### config.mk
export PLATFORM = sky130hd
export DESIGN_NAME = fpu_exec_unit
export DESIGN_NICKNAME = d
export VERILOG_FILES = /design/src/rtl/fpu_exec_unit.sv
export SDC_FILE = /design/constraint.sdc
export NUM_CORES = 2
export LEC_CHECK = 0
export CAP_MARGIN = 20
export CORE_MARGIN = 4
export CORE_UTILIZATION = 40
export CTS_BUF_LIST = sky130_fd_sc_hd__clkbuf_16
export CTS_CLUSTER_SIZE = 40
export DETAILED_ROUTE_END_ITERATION = 6
export DONT_BUFFER_PORTS = 1
export MAX_ROUTING_LAYER = met4
export PLACE_DENSITY_LB_ADDON = 0.05
export SLEW_MARGIN = 25
export SYNTH_ARGS = -nofsm -noshare
export SYNTH_HDL_FRONTEND = slang
export SYNTH_SLANG_ARGS = --single-unit
### constraint.sdc
create_clock -name clk -period 9.9 [get_ports clk]
set_input_delay 0.99 -clock clk [delete_from_list [all_inputs] [get_ports clk]]
set_output_delay 0.99 -clock clk [all_outputs]
set_load 0.02 [all_outputs]
### src/rtl/fpu_exec_unit.sv
// Multicycle FP add/sub/mul/move execute stage, IEEE single and half formats.
// Round toward zero, denormals flushed to zero, one result per accepted start.
module fpu_exec_unit #(
  parameter int LAT = 4
) (
  input  logic        clk,
  input  logic        reset,
  input  logic        start,
  input  logic [1:0]  op,
  input  logic        single,
  input  logic [31:0] a,
  input  logic [31:0] b,
  output logic        busy,
  output logic        done,
  output logic [31:0] result
);

  // state    | meaning
  // S_IDLE   | waiting for start; operands captured on accept
  // S_UNPACK | split sign/exponent/mantissa, classify zero and inf
  // S_EXEC   | align and add/sub, or multiply mantissas
  // S_NORM   | leading-one normalise, exponent adjust
  // S_PACK   | special cases and final packing
  typedef enum logic [2:0] {S_IDLE, S_UNPACK, S_EXEC, S_NORM, S_PACK} state_t;

  localparam logic [1:0] OP_SUB = 2'b01, OP_MUL = 2'b10, OP_MOV = 2'b11;
  localparam logic [1:0] SP_NONE = 2'd0, SP_NAN = 2'd1, SP_INF = 2'd2, SP_ZERO = 2'd3;

  state_t             state_q, state_d;
  logic [2:0]         cnt_q, cnt_d;
  logic [31:0]        a_q, a_d, b_q, b_d;
  logic [1:0]         op_q, op_d;
  logic               single_q, single_d;
  logic               sa_q, sa_d, sb_q, sb_d;
  logic               za_q, za_d, zb_q, zb_d, ia_q, ia_d, ib_q, ib_d;
  logic [7:0]         ea_q, ea_d, eb_q, eb_d;
  logic [23:0]        ma_q, ma_d, mb_q, mb_d;
  logic               sign_q, sign_d, spsign_q, spsign_d;
  logic [1:0]         spec_q, spec_d;
  logic signed [9:0]  exp_q, exp_d;
  logic [47:0]        mant_q, mant_d;
  logic [31:0]        result_q, result_d;
  logic               done_q, done_d;

  function automatic logic [31:0] inf_word(input logic s, input logic sgl);
    return sgl ? {s, 8'hFF, 23'b0} : {16'b0, s, 5'h1F, 10'b0};
  endfunction

  function automatic logic [31:0] zero_word(input logic s, input logic sgl);
    return sgl ? {s, 31'b0} : {16'b0, s, 15'b0};
  endfunction

  // Half mantissas are left-aligned to the single layout so one datapath serves both.
  logic [7:0]  ea_raw, eb_raw, emax;
  logic [22:0] fa_raw, fb_raw;
  logic        sa_raw, sb_raw;
  always_comb begin
    if (single_q) begin
      sa_raw = a_q[31]; ea_raw = a_q[30:23]; fa_raw = a_q[22:0];
      sb_raw = b_q[31]; eb_raw = b_q[30:23]; fb_raw = b_q[22:0];
      emax   = 8'hFF;
    end else begin
      sa_raw = a_q[15]; ea_raw = {3'b0, a_q[14:10]}; fa_raw = {a_q[9:0], 13'b0};
      sb_raw = b_q[15]; eb_raw = {3'b0, b_q[14:10]}; fb_raw = {b_q[9:0], 13'b0};
      emax   = 8'h1F;
    end
  end

  logic               a_big, sl;
  logic [7:0]         el, es, diff;
  logic [23:0]        ml, ms, ms_sh;
  logic [24:0]        sum;
  logic [47:0]        prod;
  logic signed [9:0]  bias;
  always_comb begin
    a_big = {ea_q, ma_q} >= {eb_q, mb_q};
    el    = a_big ? ea_q : eb_q;
    es    = a_big ? eb_q : ea_q;
    ml    = a_big ? ma_q : mb_q;
    ms    = a_big ? mb_q : ma_q;
    sl    = a_big ? sa_q : sb_q;
    diff  = el - es;
    ms_sh = (diff > 8'd25) ? '0 : (ms >> diff);
    // bits shifted below the half mantissa width are lost, as in a native 11-bit datapath
    if (!single_q) ms_sh[12:0] = '0;
    sum   = (sa_q ^ sb_q) ? ({1'b0, ml} - {1'b0, ms_sh}) : ({1'b0, ml} + {1'b0, ms_sh});
    prod  = {24'b0, ma_q} * {24'b0, mb_q};
    bias  = single_q ? 10'sd127 : 10'sd15;
  end

  // Normalised mantissa keeps its hidden one at bit 46.
  logic [5:0]         lead, nsh;
  logic [47:0]        mant_n;
  logic signed [9:0]  exp_n;
  always_comb begin
    lead = '0;
    for (int i = 0; i < 48; i++) begin
      if (mant_q[i]) lead = 6'(i);
    end
    nsh    = 6'd46 - lead;
    mant_n = mant_q;
    exp_n  = exp_q;
    if (mant_q[47]) begin
      mant_n = mant_q >> 1;
      exp_n  = exp_q + 10'sd1;
    end else if (mant_q != '0) begin
      mant_n = mant_q << nsh;
      exp_n  = exp_q - $signed({4'b0, nsh});
    end
  end

  logic signed [9:0] emax_s;
  logic [31:0]       res_pk;
  always_comb begin
    emax_s = single_q ? 10'sd255 : 10'sd31;
    res_pk = '0;
    if (op_q == OP_MOV)              res_pk = a_q;
    else if (spec_q == SP_NAN)       res_pk = single_q ? 32'h7FC0_0000 : 32'h0000_7E00;
    else if (spec_q == SP_INF)       res_pk = inf_word(spsign_q, single_q);
    else if (spec_q == SP_ZERO)      res_pk = zero_word(spsign_q, single_q);
    else if (!mant_q[46])            res_pk = '0;
    else if (exp_q >= emax_s)        res_pk = inf_word(sign_q, single_q);
    else if (exp_q <= 10'sd0)        res_pk = zero_word(sign_q, single_q);
    else if (single_q)               res_pk = {sign_q, exp_q[7:0], mant_q[45:23]};
    else                             res_pk = {16'b0, sign_q, exp_q[4:0], mant_q[45:36]};
  end

  always_comb begin
    state_d = state_q;  cnt_d = cnt_q;
    a_d = a_q;  b_d = b_q;  op_d = op_q;  single_d = single_q;
    sa_d = sa_q;  sb_d = sb_q;  za_d = za_q;  zb_d = zb_q;  ia_d = ia_q;  ib_d = ib_q;
    ea_d = ea_q;  eb_d = eb_q;  ma_d = ma_q;  mb_d = mb_q;
    sign_d = sign_q;  spsign_d = spsign_q;  spec_d = spec_q;
    exp_d = exp_q;  mant_d = mant_q;
    result_d = result_q;  done_d = 1'b0;
    case (state_q)
      S_IDLE: if (start) begin
        state_d  = S_UNPACK;
        cnt_d    = 3'(LAT - 1);
        a_d      = single ? a : {16'b0, a[15:0]};
        b_d      = single ? b : {16'b0, b[15:0]};
        op_d     = op;
        single_d = single;
      end
      S_UNPACK: begin
        state_d = S_EXEC;
        cnt_d   = cnt_q - 3'd1;
        sa_d    = sa_raw;
        sb_d    = sb_raw ^ (op_q == OP_SUB);
        ea_d    = ea_raw;
        eb_d    = eb_raw;
        ma_d    = (ea_raw != '0) ? {1'b1, fa_raw} : '0;
        mb_d    = (eb_raw != '0) ? {1'b1, fb_raw} : '0;
        za_d    = (ea_raw == '0);
        zb_d    = (eb_raw == '0);
        ia_d    = (ea_raw == emax);
        ib_d    = (eb_raw == emax);
      end
      S_EXEC: begin
        state_d  = S_NORM;
        cnt_d    = cnt_q - 3'd1;
        spec_d   = SP_NONE;
        spsign_d = 1'b0;
        if (op_q == OP_MUL) begin
          sign_d   = sa_q ^ sb_q;
          spsign_d = sa_q ^ sb_q;
          exp_d    = $signed({2'b0, ea_q}) + $signed({2'b0, eb_q}) - bias;
          mant_d   = prod;
          if ((ia_q && zb_q) || (za_q && ib_q)) spec_d = SP_NAN;
          else if (ia_q || ib_q)                spec_d = SP_INF;
          else if (za_q || zb_q)                spec_d = SP_ZERO;
        end else begin
          sign_d = sl;
          exp_d  = $signed({2'b0, el});
          mant_d = {sum, 23'b0};
          if (ia_q && ib_q && (sa_q != sb_q)) spec_d = SP_NAN;
          else if (ia_q) begin spec_d = SP_INF; spsign_d = sa_q; end
          else if (ib_q) begin spec_d = SP_INF; spsign_d = sb_q; end
        end
      end
      S_NORM: begin
        state_d = S_PACK;
        cnt_d   = cnt_q - 3'd1;
        mant_d  = mant_n;
        exp_d   = exp_n;
      end
      S_PACK: if (cnt_q == '0) begin
        state_d  = S_IDLE;
        done_d   = 1'b1;
        result_d = res_pk;
      end
      default: state_d = S_IDLE;
    endcase
  end

  always_ff @(posedge clk or posedge reset) begin
    if (reset) begin
      state_q <= S_IDLE;  cnt_q <= '0;
      a_q <= '0;  b_q <= '0;  op_q <= '0;  single_q <= 1'b0;
      sa_q <= 1'b0;  sb_q <= 1'b0;  za_q <= 1'b0;  zb_q <= 1'b0;  ia_q <= 1'b0;  ib_q <= 1'b0;
      ea_q <= '0;  eb_q <= '0;  ma_q <= '0;  mb_q <= '0;
      sign_q <= 1'b0;  spsign_q <= 1'b0;  spec_q <= SP_NONE;
      exp_q <= '0;  mant_q <= '0;
      result_q <= '0;  done_q <= 1'b0;
    end else begin
      state_q <= state_d;  cnt_q <= cnt_d;
      a_q <= a_d;  b_q <= b_d;  op_q <= op_d;  single_q <= single_d;
      sa_q <= sa_d;  sb_q <= sb_d;  za_q <= za_d;  zb_q <= zb_d;  ia_q <= ia_d;  ib_q <= ib_d;
      ea_q <= ea_d;  eb_q <= eb_d;  ma_q <= ma_d;  mb_q <= mb_d;
      sign_q <= sign_d;  spsign_q <= spsign_d;  spec_q <= spec_d;
      exp_q <= exp_d;  mant_q <= mant_d;
      result_q <= result_d;  done_q <= done_d;
    end
  end

  assign busy   = (state_q != S_IDLE);
  assign done   = done_q;
  assign result = result_q;

endmodule

==> flow_summary.yaml <==
global_route:
  grt_antenna_before_repair: 18
  grt_max_degree: 120
  grt_pass1_vias: 33690
  grt_pass1_wl_um: 224500
  grt_remaining_overflow: 0
  track_usage_pct: 29.61
floorplanning:
  num_rows: 114
  boundaryPins: 104
  die-height_um: 321.5
  core_area_um2: 97140
  die-area_um2: 103400
  die_width_um: 321.5
  start_util_pct: 40.47
worst_setup_path:
  slowest_delay_ns: 0.75
  timing.rr.start: "ma_q[4]"
  crit_slowest_cell: "o31ai_1"
  criticalPathCategory: "flip-flop to flip-flop"
  cp.arrival_ns: 9.76
  worstSetupStartpoint: "ma_q[4]"
  path_max_fanout: 28
  crit_path_end_kind: "flip-flop"
  required_ns: 10.40
  start_kind: "flip-flop"
  crit_top_cell: "fa_1"
timing:
  setup_violations: 0
  fmax_mhz: 108.0
  relSlewSlack_pct: 24.48
  finalCritPeriodShare_pct: 93.51
  fin_setup_tns_ns: 0
  rsz0062_at_grt: "false"
  hold_viol: 0
  min_period_ns: 9.257
  fin_skew_ns: 0.03536
  worst_pin_slew_ns: 1.121
  finalMaxSlewViolations: 0
clock_network:
  cts_tree: "done"
  h-tree-depth: 1
  clk_path_buf_depth: 3
  post_cts_buffers: 0
  root_buffer: "clkbuf_16"
  numCtsBuffers: 28
  cts.sinks: 238
  post_cts_resized: 0
  postCtsHoldBufs: 0
  clkTransAtPathRegs_ns: 0.06
  clk_latency_ns: 0.63
layout:
  final.fill_count: 9806
  register_area_um2: 5959
  drive_gt1_share_pct: 7.628
  nNetsFinal: 5279
  multiInputGateArea_um2: 29950
  area_delta_synth_final_pct: 6.047
  layout_commonest_cell: "nand2_1"
  final_cell_mix: "nand2_1 (707), inv_1 (605), fa_1 (488), ha_1 (282), nor2_1 (267)"
placed_design:
  hpwlAfterDp_um: 114100
  globalplace.congestion: 0.9570
  port_buffers: 0
drt:
  wirelength_um: 148000
  ant_nets: 0
  viasPerCell: 5.699
  first_iter_violations: 2402
  firstDrtPassIters: 7
  wl_per_cell_um: 25.72
  drc: 1
  vias: 32790
yosys:
  synth.avg_cell_area_um2: 8.539
  ys_ff_latch: 238
  synth_top_area_cell: "fa_1"
  syn_area_um2: 39310
  synth_flop_cell: "dfrtp_1"
  synth_warnings: 0
  synth_fp_nets: 5448
  synth.distinct_cells: 105
  synthCells: 4604
  yosys-top-cells-area: "fa_1 (25%), dfrtp_1 (15%), ha_1 (9.1%)"
  synth_edf_count: 0
  synth-seq-area-share_pct: 15.15
  synthArstFlopShare_pct: 100.0
  yosysTopAreaCellShare_pct: 24.85
status:
  status: "finished, violations left"
  violations: "design-rule violations"
flow_run:
  cap_violations: 0
min_path:
  min_path_type: "primary input to async pin"
final timing paths:
check	depth (start not counted)	slack [ns]	endpoint
min in group clk	1	0.47	cnt_q[0]
worst max register to register	30	0.64	mant_q[47]
worst max-delay path	30	0.64	mant_q[47]
worst min register to register	1	0.47	cnt_q[0]
worst min-delay path	1	0.38	a_q[5]
max in group asynchronous	2	8.02	mant_q[6]
cells in the mapped netlist (7+ instances only):
master / number
nand2_1: 707
inv_1: 600
fa_1: 488
ha_1: 286
clkbuf_1: 280
nor2_1: 269
dfrtp_1: 238
o21ai_0: 225
a21oi_1: 194
and2_1: 180
mux2i_1: 177
xnor2_1: 71
nand3_1: 69
nor3_1: 68
mux4_2: 53
mux2_2: 47
o22ai_1: 32
xor2_1: 30
a211oi_1: 28
a31oi_1: 27
nor4_1: 26
and3_1: 25
o211ai_1: 25
a21o_1: 24
a221oi_1: 24
nand2b_1: 24
nor2b_1: 24
a222oi_1: 22
nand4_1: 22
or3_1: 22
buf_2: 19
o21a_1: 19
o21bai_1: 19
a22o_1: 18
buf_1: 17
a311oi_1: 13
or2_2: 12
o31ai_1: 11
or4_1: 8
a22oi_1: 7
o2111ai_1: 7
o21ai_1: 7
registers in the layout, summed over array words and instances (netlist names), 2 cells and up:
signal and count:
cnt_q 3, spec_q 2, b_q 32, mant_q 48, state_q 3, eb_q 8, exp_q 10, ma_q 24
a_q 32, result 32, op_q 2, ea_q 8, mb_q 24
per-layer routing:
layer	wire, um	track usage, %	vias up
met5	0	-	-
met4	4460	7.895	0
met3	8857	4.392	175
met2	68410	46.98	1053
met1	66250	39.87	16640
li1	-	-	14920
per-stage QoR:
step	cells	setup slack [ns]	utilization [%]	hold WS, ns	area, um2
after global routing	5751	0.04210	42.92	0.4558	41690
final	5753	0.6429	42.92	0.3787	41690
after detailed placement	5681	0.6810	41.88	0.4695	40680
after floorplan	4604	1.476	-	0.4396	39310
after global placement	5681	0.6928	41.88	0.4552	40680
after CTS	5733	0.6554	42.85	0.4205	41620
critical path, delay by kind of cell, from the launching register on:
| family | cells | cell delay [ns] |
|---|---|---|
| compound gates | 8 | 2.80 |
| mux | 2 | 0.35 |
| simple gates | 5 | 1.16 |
| fa+ha+maj | 9 | 3.65 |
| buf+inv | 6 | 0.82 |
| flops | 1 | 0.35 |
layout make-up:
| type | instances | share of cell area (%) |
|---|---|---|
| Multi-Input combinational cell | 3442 | 71.84 |
| Sequential cell | 238 | 14.29 |
| Inverter | 604 | 5.456 |
| Tap cell | 1276 | 3.829 |
| Timing Repair Buffer | 121 | 2.209 |
| Clock buffer | 28 | 1.681 |
| Clock inverter | 24 | 0.5732 |
| Antenna cell | 20 | 0.1200 |
logic make-up (layout without fill, tap and decap cells):
family	count (synthesis)	count (layout)	synth area share, %
and+or+nand+nor	1490	1490	17.37
buffers and inverters	924	777	8.930
AOI/OAI and AO/OA	796	796	13.30
adders and majority gates	774	774	33.95
muxes	279	279	8.965
DFF	238	238	15.15
xor gates and xnor gates	103	103	2.333
other	0	20	0
Power is left out: the tool's default activity adds up to more than one toggle a clock period on the data nets, which glitch-free logic cannot reach.
